`src/rtl/cmp_strobe_sampler.sv`:
```
// Comparator strobe/sampling front-end: settles after a delay-code change, fires
// N latch strobes, majority-votes the synchronised comparator outputs.
module cmp_strobe_sampler #(
  parameter int SETTLE_CYCLES = 16,
  parameter int N_SAMPLES     = 8,
  parameter int SAMPLE_DLY    = 3,
  parameter int STB_GAP       = 4
) (
  input  logic clk_i,
  input  logic arstn_i,
  input  logic stb_req_i,
  input  logic clr_i,
  input  logic m_cmp_raw_i,
  input  logic s_cmp_raw_i,
  output logic stb_o,
  output logic m_cmp_o,
  output logic s_cmp_o,
  output logic stb_valid_o,
  output logic busy_o
);

  localparam int HW      = $clog2(N_SAMPLES + 1);
  localparam int DLY_MAX = (SETTLE_CYCLES > SAMPLE_DLY)
                         ? ((SETTLE_CYCLES > STB_GAP) ? SETTLE_CYCLES : STB_GAP)
                         : ((SAMPLE_DLY > STB_GAP) ? SAMPLE_DLY : STB_GAP);
  localparam int CW      = $clog2(DLY_MAX + 1);

  localparam logic [CW-1:0] SETTLE_LOAD = CW'(SETTLE_CYCLES - 1);
  localparam logic [CW-1:0] WAIT_LOAD   = CW'(SAMPLE_DLY - 1);
  localparam logic [CW-1:0] GAP_LOAD    = CW'((STB_GAP > 0) ? STB_GAP - 1 : 0);
  localparam logic [HW-1:0] N_LAST      = HW'(N_SAMPLES - 1);
  localparam logic [HW:0]   N_CMP       = (HW + 1)'(N_SAMPLES);

  typedef enum logic [2:0] {
    IDLE, SETTLE, STROBE, WAIT_SMP, SAMPLE, GAP, DONE
  } state_t;

  state_t        state_q;
  logic [CW-1:0] cnt_q;
  logic [HW-1:0] smp_cnt_q;
  logic [HW-1:0] m_hits_q, s_hits_q;
  logic [1:0]    m_sync_q, s_sync_q;
  logic [HW-1:0] m_hits_nxt, s_hits_nxt;

  // Strict majority: 2*hits > N, evaluated one bit wider so it cannot overflow.
  function automatic logic vote(input logic [HW-1:0] hits);
    return {hits, 1'b0} > N_CMP;
  endfunction

  // Hit totals including the sample taken this cycle, so the vote at the
  // edge entering DONE already counts the final strobe.
  assign m_hits_nxt = m_hits_q + HW'(m_sync_q[1]);
  assign s_hits_nxt = s_hits_q + HW'(s_sync_q[1]);

  // NOTE: sequential state uses non-blocking assignments so every register
  // sees the pre-edge values of its neighbours, independent of statement order.
  always_ff @(posedge clk_i or negedge arstn_i) begin
    if (!arstn_i) begin
      m_sync_q <= '0;
      s_sync_q <= '0;
    end else begin
      m_sync_q <= {m_sync_q[0], m_cmp_raw_i};
      s_sync_q <= {s_sync_q[0], s_cmp_raw_i};
    end
  end

  always_ff @(posedge clk_i or negedge arstn_i) begin
    if (!arstn_i) begin
      state_q     <= IDLE;
      cnt_q       <= '0;
      smp_cnt_q   <= '0;
      m_hits_q    <= '0;
      s_hits_q    <= '0;
      stb_o       <= 1'b0;
      stb_valid_o <= 1'b0;
      m_cmp_o     <= 1'b0;
      s_cmp_o     <= 1'b0;
      busy_o      <= 1'b0;
    end else begin
      // NOTE: pulse outputs default low each cycle; only the transitions that
      // own a pulse raise it, which keeps them single-cycle by construction.
      stb_o       <= 1'b0;
      stb_valid_o <= 1'b0;
      if (clr_i) begin
        state_q   <= IDLE;
        cnt_q     <= '0;
        smp_cnt_q <= '0;
        m_hits_q  <= '0;
        s_hits_q  <= '0;
        busy_o    <= 1'b0;
      end else begin
        unique case (state_q)
          IDLE: if (stb_req_i) begin
            state_q   <= SETTLE;
            cnt_q     <= SETTLE_LOAD;
            smp_cnt_q <= '0;
            m_hits_q  <= '0;
            s_hits_q  <= '0;
            busy_o    <= 1'b1;
          end
          SETTLE:
            if (cnt_q == '0) begin
              state_q <= STROBE;
              stb_o   <= 1'b1;
            end else cnt_q <= cnt_q - CW'(1);
          STROBE: begin
            state_q <= WAIT_SMP;
            cnt_q   <= WAIT_LOAD;
          end
          WAIT_SMP:
            if (cnt_q == '0) state_q <= SAMPLE;
            else             cnt_q   <= cnt_q - CW'(1);
          SAMPLE: begin
            m_hits_q  <= m_hits_nxt;
            s_hits_q  <= s_hits_nxt;
            smp_cnt_q <= smp_cnt_q + HW'(1);
            if (smp_cnt_q == N_LAST) begin
              state_q     <= DONE;
              stb_valid_o <= 1'b1;
              m_cmp_o     <= vote(m_hits_nxt);
              s_cmp_o     <= vote(s_hits_nxt);
            end else if (STB_GAP == 0) begin
              state_q <= STROBE;
              stb_o   <= 1'b1;
            end else begin
              state_q <= GAP;
              cnt_q   <= GAP_LOAD;
            end
          end
          GAP:
            if (cnt_q == '0) begin
              state_q <= STROBE;
              stb_o   <= 1'b1;
            end else cnt_q <= cnt_q - CW'(1);
          DONE: begin
            state_q <= IDLE;
            busy_o  <= 1'b0;
          end
          default: begin
            state_q <= IDLE;
            busy_o  <= 1'b0;
          end
        endcase
      end
    end
  end

endmodule
```
`config.mk`:
```
export PLATFORM = sky130hd
export DESIGN_NAME = cmp_strobe_sampler
export DESIGN_NICKNAME = d
export VERILOG_FILES = /design/src/rtl/cmp_strobe_sampler.sv
export SDC_FILE = /design/constraint.sdc
export NUM_CORES = 1
export LEC_CHECK = 0
export BUFFER_PORTS_ARGS = -buffer_cell sky130_fd_sc_hd__buf_4
export CAP_MARGIN = 25
export CORE_UTILIZATION = 50
export CTS_CLUSTER_DIAMETER = 100
export CTS_CLUSTER_SIZE = 40
export DETAILED_ROUTE_END_ITERATION = 10
export PLACE_DENSITY_LB_ADDON = 0.2
export SLEW_MARGIN = 5
export SYNTH_ARGS = -nofsm -noshare
export SYNTH_HDL_FRONTEND = slang
export SYNTH_SLANG_ARGS = --single-unit
```
`constraint.sdc`:
```
create_clock -name clk_i -period 2.21 [get_ports clk_i]
set_clock_uncertainty 0.1 [all_clocks]
set_input_delay 0 -clock clk_i [delete_from_list [all_inputs] [get_ports clk_i]]
set_output_delay 0 -clock clk_i [all_outputs]
set_load 0.02 [all_outputs]
```
==> flow_summary.ini, run 1 <==
[clock_network]
ctsRootBufferMaster = clkbuf_4
clkTransAtPathRegs_ns = 0.09
worstSkewPairLatency_ns = 0.33
clock-sinks = 29
htreeDepth = 2
numCtsBuffers = 5
clockBufferDepth = 2
cts_tree = built

[global_routing]
grt_pass1_wl_um = 4326
grt_busiest_layer = met2
grtUsageMet3_pct = 9.016
grt_pass1_vias = 975
grt_usage_pct = 21.55
met1_usage_pct = 27.86
gr-total-overflow = 0
antenna_found_initial = 0
groute.layer.met2.usage_pct = 31.33
grt_max_degree = 30

[critical_path]
setup.worst_path.class = flop to flop
cp_cell_sequence = inv_1 -> ha_1 -> nor3b_1 -> nand3b_1 -> or3b_2 -> a21oi_1
cp_max_fo = 7
arrival_ns = 2.10
regToRegEndpoint = state_q[2]
critPathSlowestCell = or3b_2
rr_startpoint = cnt_q[0]
cp_data_required_time_ns = 2.37
setup.worst_path.end_class = flop
critPathMaxStageDelay_ns = 0.49
startpoint_type = flop
r2r_cells = 6
r2r_setup_slack_ns = 0.26

[finish]
seq_area_um2 = 725.7
final_cell_mix = 29 x dfrtp_1, 15 x o21ai_0, 14 x buf_4, 11 x nand2_1, 10 x nor2_1
area_growth_pct = 17.86
final_layout_size_suffix_gt1_share_pct = 16.56
final_util_pct = 64.33
fillers = 213
mostFrequentLayoutCell = dfrtp_1
diodes = 0
multi_input_area_um2 = 621.8
nNetsFinal = 168

[route]
dr.pass1.iters = 4
vias = 1091
postRouteAntennaNets = 0
wl_per_cell_um = 14.03
drt_iter0_markers = 26
via_per_inst = 5.834
drc = 0
drt_wl_total_um = 2623

[floorplan]
rows = 18
die_h_um = 54.94
coreArea_mm2 = 0.002567
pin_count = 11
dieArea_mm2 = 0.003018
start_util_pct = 54.58
dieWidth_um = 54.94

[timing]
setup_viol = 0
holdWs_ns = 0.01275
finalCriticalPeriod_ns = 1.947
rsz0062_at_grt = no
slew_violations = 0
fmax_ghz = 0.5137
fin_crit_sh_pct = 88.09
worst_pin_slew_ns = 0.3571
hold_viol_final = 0
worst_slack_ns = 0.2633
relSlewSlack_pct = 76.19
setup_tns_ns = 0

[logic_synthesis]
synth_top_area_share_pct = 51.79
async_reset_ff_share_pct = 100.0
synth.area.top_cells = dfrtp_1 52%, ha_1 5.4%, o21ai_0 5.4%
ys_seq_elements = 29
syn_nets = 148
synth_top_area_cell = dfrtp_1
synth_area_per_cell_um2 = 10.30
syn_area_mm2 = 0.001401
syn_inst = 136
ys_seq_area_share_pct = 51.79
yosys.cell_types.count = 37
synth_edf_count = 0
ys.flop_type = dfrtp_1
yosysWarnings = 0

[placement]
hpwl_um = 1760
gp_congestion = 0.8397
pre_cts_ws_ns = 0.3030
port_buffers = 10

[pwr]
peakVddDrop_uv = 625.8
p_total_w = 0.001317
powerDensity_mw_per_mm2 = 797.3
leakage_nw = 0.7701

[status]
outcome = completed

[worst_hold_path]
hold_class = input pin to async pin

[run]
maxCapViolations = 0
## worst max path at each step
stage	from	endpoint	slack, ns	cells after the start
final	cnt_q[0]	state_q[2]	0.26	6
after global routing	cnt_q[1]	state_q[2]	0.15	6
after CTS	cnt_q[0]	state_q[2]	0.27	6
after detailed placement	cnt_q[0]	state_q[2]	0.30	6
after global placement	cnt_q[0]	state_q[2]	0.38	6
after floorplan	cnt_q[0]	state_q[2]	0.45	6
## cells by family (layout without fill, tap and decap cells)
group / count (synthesis) / count (layout) / synth area share [%]
compound gates: 42 / 42 / 19.46
simple gates: 41 / 41 / 16.25
flops: 29 / 29 / 51.79
buf+inv: 13 / 34 / 3.839
fa+ha+maj: 6 / 6 / 5.357
xor+xnor: 4 / 4 / 2.500
mux: 1 / 1 / 0.8035
## per-stage QoR
stage | std cells | instance area (µm²)
detailed placement | 174 | 1516
floorplan | 136 | 1401
CTS | 187 | 1652
global route | 187 | 1652
finish | 187 | 1652
global placement | 174 | 1516
## layout make-up
| type | count | share of cell area (%) |
|---|---|---|
| multi-input cells | 94 | 37.65 |
| clock inverters | 1 | 1.818 |
| flip-flops and latches | 29 | 43.94 |
| repair buffers | 19 | 9.394 |
| clock buffers | 7 | 3.333 |
| inverters | 7 | 1.591 |
| well taps | 30 | 2.273 |
## state kept, by name (all words and copies together), names as in the netlist
name / cells
stb_o: 1
m_sync_q: 2
busy_o: 1
m_hits_q: 4
s_hits_q: 4
state_q: 3
s_cmp_o: 1
smp_cnt_q: 4
s_sync_q: 2
m_cmp_o: 1
cnt_q: 5
stb_valid_o: 1
## power breakdown
group          switching, W  internal [W]
clock              0.000181      0.000270
combinational      0.000153      0.000118
sequential        0.0000262      0.000569
## worst max-delay path, delay by kind of cell (launching register included)
| family | cells | cell delay, ns |
|---|---|---|
| compound gates | 1 | 0.12 |
| fa+ha+maj | 1 | 0.18 |
| buf+inv | 1 | 0.08 |
| flops | 1 | 0.40 |
| simple gates | 3 | 0.99 |
## timing repair
action | in CTS | in global routing
gates resized for setup | 0 | 0
setup buffers | 0 | 0
endpoints found under the setup margin | 0 | 0
hold buffers | 5 | 0
hold endpoints to repair | 40 | 0
## cell usage after synthesis, drive strengths merged (2+ instances only)
library cell and instances:
o21ai 15, nand3b 2, a21oi 7, xor2 3
buf 2, nand2 11, nor3 3, inv 7
a22o 5, ha 6, nand4 2, nand3 3
a31oi 5, clkbuf 4, o32ai 4, dfrtp 29
nor2 10
## metal layers
layer  part of all wire (%)  vias up
met2                     45       27
met4                    1.7        0
met3                    3.7        8
met5                      0        -
met1                     49      519
li1                       -      537
No activity file was read; power rests on OpenSTA's default activity.
==> run 2: changes to the inputs <==
==> constraint.sdc (replaced) <==
create_clock -name clk_i -period 1.8 [get_ports clk_i]
set_clock_uncertainty 0.1 [all_clocks]
set_input_delay 0 -clock clk_i [delete_from_list [all_inputs] [get_ports clk_i]]
set_output_delay 0 -clock clk_i [all_outputs]
set_load 0.02 [all_outputs]
==> run 2 against run 1 <==
Via count grew 1.0%. Register-to-register slack lost 0.23 ns. Die area is the same. Power grew 22%. Non-clock buffer count grew 6. First-iteration DRC count shrank 50%. Clock power is essentially flat. Critical path type unchanged. Largest cell class unchanged. Largest power group unchanged.
==> flow_summary.ini, run 2 (same netlist as run 1, synthesis figures left out) <==
[global_routing]
grt_pass1_vias = 968
grt_max_degree = 30
antenna_found_initial = 0
gr-total-overflow = 0
grt_pass1_wl_um = 4271
grt_usage_pct = 21.21

[worst_hold_path]
hold_class = input pin to async pin

[critical_path]
setup.worst_path.class = flop to flop
cp_data_required_time_ns = 1.92
startpoint_type = flop
cp_max_fo = 5
setup.worst_path.end_class = flop
r2r_setup_slack_ns = 0.03
arrival_ns = 1.89

[finish]
largest_register = cnt_q
largest_reg_flops = 5
final_util_pct = 67.40
fillers = 200
diodes = 0
nNetsFinal = 174
final_cell_mix = 28 x dfrtp_1, 20 x buf_4, 15 x o21ai_0, 11 x nand2_1, 10 x nor2_1
final_layout_size_suffix_gt1_share_pct = 25.77
mostFrequentLayoutCell = dfrtp_1
area_growth_pct = 23.48

[timing]
finalCriticalPeriod_ns = 1.770
setup_tns_ns = 0
slew_violations = 0
fin_crit_sh_pct = 98.34
worst_slack_ns = 0.02981
setup_viol = 0
hold_viol_final = 0
fmax_ghz = 0.5649
holdWs_ns = 0.02210
rsz0062_at_grt = yes
worst_pin_slew_ns = 0.3643
relSlewSlack_pct = 75.71

[route]
dr.pass1.iters = 5
vias = 1102
drc = 0
postRouteAntennaNets = 0
drt_wl_total_um = 2755
drt_iter0_markers = 13
via_per_inst = 5.710
wl_per_cell_um = 14.27

[pwr]
peakVddDrop_uv = 792.7
seqPwrFrac_pct = 46.2
intPower_w = 0.001129
p_sw_w = 0.0004753
combPwrFrac_pct = 25.7
p_sw_share_pct = 29.62
p_clk_share_pct = 28.1
leakage_nw = 0.7966
powerDensity_mw_per_mm2 = 927.2

[floorplan]
pin_count = 11
coreArea_mm2 = 0.002567
dieWidth_um = 54.94
dieArea_mm2 = 0.003018
start_util_pct = 54.58
die_h_um = 54.94
rows = 18

[placement]
port_buffers = 10
hpwl_um = 1804
pre_cts_ws_ns = -0.001287
gp_congestion = 0.8318

[clock_network]
clockBufferDepth = 2
worstSkewPairLatency_ns = 0.33
clkTransAtPathRegs_ns = 0.09
clock-sinks = 29
cts_tree = built
ctsRootBufferMaster = clkbuf_4
htreeDepth = 2
numCtsBuffers = 5

[status]
outcome = completed

[run]
maxCapViolations = 0
==> run 2: per-stage QoR <==
step	std cells	power [W]	instance area [µm²]
after detailed placement	178	0.001063	1546
after global routing	193	0.001699	1730
final	193	0.001604	1730
after CTS	191	0.001534	1672
after floorplan	136	0.0009608	1401
after global placement	178	0.001055	1546
==> run 2: power groups by stage <==
stage | clock network (W) | registers, W | logic (W)
final | 0.000451 | 0.000742 | 0.000412
after global routing | 0.000494 | 0.000747 | 0.000458
after CTS | 0.000466 | 0.000733 | 0.000334
after detailed placement | 0 | 0.000744 | 0.000319
after global placement | 0 | 0.000741 | 0.000314
after floorplan | 0 | 0.000744 | 0.000217
==> run 2: critical path, stage by stage, from the launching register on <==
cell and delay [ns]:
dfrtp_1 0.42, ha_2 0.23, nand2_1 0.07, o32a_1 0.32, o211a_1 0.28, o32ai_1 0.25
==> run 2: worst paths after layout <==
path	cells after the start	start	endpoint
setup / recovery	5	smp_cnt_q[0]	cnt_q[0]
hold / removal	2	arstn_i	smp_cnt_q[2]
setup reg to reg	5	smp_cnt_q[0]	cnt_q[0]
hold reg to reg	0	m_sync_q[0]	m_sync_q[1]
max in group asynchronous	2	arstn_i	state_q[2]
min in group clk_i	2	s_cmp_raw_i	s_sync_q[0]
==> run 2: layout make-up <==
type	count	area (µm²)	area share, %
Multi-Input combinational cell	94	669.4	38.68
Tap cell	30	37.54	2.169
Timing Repair Buffer	25	200.2	11.57
Clock inverter	1	5.005	0.2892
Sequential cell	29	726.9	42.01
Inverter	7	26.28	1.518
Clock buffer	7	65.06	3.760
==> run 2: layer usage <==
layer | GRT usage [%] | routed length (µm) | vias up | share of wire, %
met5 | 0 | 0 | - | 0
met4 | 13.75 | 70 | 0 | 2.5
met3 | 5.738 | 71 | 7 | 2.6
met2 | 32.13 | 1294 | 16 | 47
met1 | 26.54 | 1319 | 530 | 48
li1 | - | - | 549 | -
==> run 2: repair_timing <==
item / 4_1_cts / 5_1_grt
endpoints found under the hold margin: 40 / 0
pin swaps: 0 / 2
resized for setup: 1 / 10
endpoints found under the setup margin: 5 / 10
buffers inserted: 0 / 2
hold buffers: 5 / 0
gates cloned: 0 / 0
==> run 3: changes to the inputs <==
--- a/config.mk
+++ b/config.mk
@@ -12,6 +12,7 @@
 export CTS_CLUSTER_SIZE = 40
 export DETAILED_ROUTE_END_ITERATION = 10
 export PLACE_DENSITY_LB_ADDON = 0.2
+export RECOVER_POWER = 25
 export SLEW_MARGIN = 5
 export SYNTH_ARGS = -nofsm -noshare
 export SYNTH_HDL_FRONTEND = slang
==> run 3 against run 2 <==
Fmax about the same. Combinational power about the same. Core utilization shrank 0.098 points. Sequential power is essentially flat. Sequential share of layout area rose by 0.061 points. Worst hold slack gained 0.13 ns. Via count unchanged. Setup slack is essentially flat. Flip-flop and latch count unchanged. Critical path type unchanged. Critical endpoint unchanged.
==> flow_summary.ini, run 3 (same netlist as run 1, synthesis figures left out) <==
[pwr]
p_sw_share_pct = 29.63
combPwrFrac_pct = 25.6
seqPwrFrac_pct = 46.3
peakVddDrop_uv = 792.8
powerDensity_mw_per_mm2 = 927.8
p_sw_w = 0.0004751
p_clk_share_pct = 28.1
intPower_w = 0.001128
leakage_nw = 0.7955

[route]
via_per_inst = 5.710
dr.pass1.iters = 5
drt_wl_total_um = 2752
postRouteAntennaNets = 0
drt_iter0_markers = 13
drc = 0
vias = 1102
wl_per_cell_um = 14.26

[critical_path]
cp_max_fo = 5
regToRegEndpoint = cnt_q[0]
setup.worst_path.class = flop to flop
crit_start = smp_cnt_q[0]
startpoint_type = flop
r2r_setup_slack_ns = 0.03
cp_data_required_time_ns = 1.92
arrival_ns = 1.89
r2r_cells = 5
rr_startpoint = smp_cnt_q[0]
critPathCapture = cnt_q[0]
setup.worst_path.end_class = flop

[finish]
final_util_pct = 67.30
final_cell_mix = 28 x dfrtp_1, 17 x buf_4, 15 x o21ai_0, 11 x nand2_1, 10 x nor2_1
largest_register = cnt_q
seq_area_um2 = 726.9
diodes = 0
mostFrequentLayoutCell = dfrtp_1
area_growth_pct = 23.30
final_layout_size_suffix_gt1_share_pct = 25.77
largest_reg_flops = 5
nNetsFinal = 174
fillers = 201
multi_input_area_um2 = 669.4
fin_area_mm2 = 0.001728

[clock_network]
numCtsBuffers = 5
worstSkewPairLatency_ns = 0.33
clock-sinks = 29
ctsRootBufferMaster = clkbuf_4
clkTransAtPathRegs_ns = 0.09
clockBufferDepth = 2
cts_tree = built
htreeDepth = 2

[global_routing]
grt_pass1_vias = 968
grt_usage_pct = 21.21
gr-total-overflow = 0
grt_pass1_wl_um = 4271
grt_max_degree = 30
antenna_found_initial = 0

[floorplan]
coreArea_mm2 = 0.002567
pin_count = 11
rows = 18
dieArea_mm2 = 0.003018
die_h_um = 54.94
dieWidth_um = 54.94
start_util_pct = 54.58

[timing]
finalCriticalPeriod_ns = 1.770
relSlewSlack_pct = 52.50
slew_violations = 0
hold_viol_final = 0
fin_crit_sh_pct = 98.34
fmax_ghz = 0.5649
setup_viol = 0
rsz0062_at_grt = yes
worst_pin_slew_ns = 0.7125

[status]
outcome = completed

[placement]
place_area_mm2 = 0.001546
hpwl_um = 1804
gp_congestion = 0.8318
port_buffers = 10

[run]
maxCapViolations = 0

[worst_hold_path]
hold_class = input pin to async pin
-- run 3: metrics by stage --
| stage | setup slack (ns) | power (W) | setup TNS, ns | hold WS [ns] | std cells |
|---|---|---|---|---|---|
| 3_5_place_dp | -0.001287 | 0.001063 | -0.001287 | -0.1596 | 178 |
| 6_report | 0.02987 | 0.001603 | 0 | 0.1478 | 193 |
| 2_1_floorplan | 0.03912 | 0.0009608 | 0 | -0.3956 | 136 |
| 4_1_cts | 0.03247 | 0.001534 | 0 | 0.01507 | 191 |
| 3_3_place_gp | 0.07462 | 0.001055 | 0 | -0.1585 | 178 |
| 5_1_grt | -0.02912 | 0.001698 | -0.1143 | 0.2224 | 193 |
-- run 3: power groups by stage --
stage	clock network [W]	logic [W]	registers [W]
after detailed placement	0	0.000319	0.000744
after global routing	0.000494	0.000457	0.000747
after CTS	0.000466	0.000334	0.000733
after global placement	0	0.000314	0.000741
after floorplan	0	0.000217	0.000744
final	0.000451	0.000411	0.000742
-- run 3: final cells by class --
cell class	instances	area share, %
flip-flops and latches	29	42.07
multi-input cells	94	38.74
clock buffers	7	3.765
clock inverters	1	0.2896
inverters	7	1.521
repair buffers	25	11.44
well taps	30	2.172
-- run 3: worst max-delay path, cell delays in order, from the launching register on --
cell,delay (ns)
dfrtp_1,0.42
ha_2,0.23
nand2_1,0.07
o32a_1,0.32
o211a_1,0.28
o32ai_1,0.25
-- run 3: timing repair --
action / 4_1_cts / 5_1_grt
hold endpoints to repair: 40 / 0
pin swaps: 0 / 2
setup endpoints to repair: 5 / 10
resized for setup: 1 / 10
setup buffers: 0 / 2
hold buffers: 5 / 0
gates cloned: 0 / 0
-- run 3: worst min path at each step --
stage | start | to | slack (ns)
2_1_floorplan | arstn_i | busy_o | -0.40
3_3_place_gp | arstn_i | m_hits_q[0] | -0.16
3_5_place_dp | arstn_i | m_cmp_o | -0.16
4_1_cts | arstn_i | m_cmp_o | 0.02
5_1_grt | arstn_i | s_hits_q[2] | 0.22
6_report | arstn_i | smp_cnt_q[2] | 0.15
-- run 3: metal layers --
metal | vias to the layer above | share of wire [%] | global-route usage [%] | wire, µm
met5 | - | 0 | 0 | 0
met4 | 0 | 2.5 | 13.75 | 70
met3 | 7 | 2.6 | 5.738 | 71
met2 | 16 | 47 | 32.13 | 1292
met1 | 530 | 48 | 26.54 | 1318
li1 | 549 | - | - | -
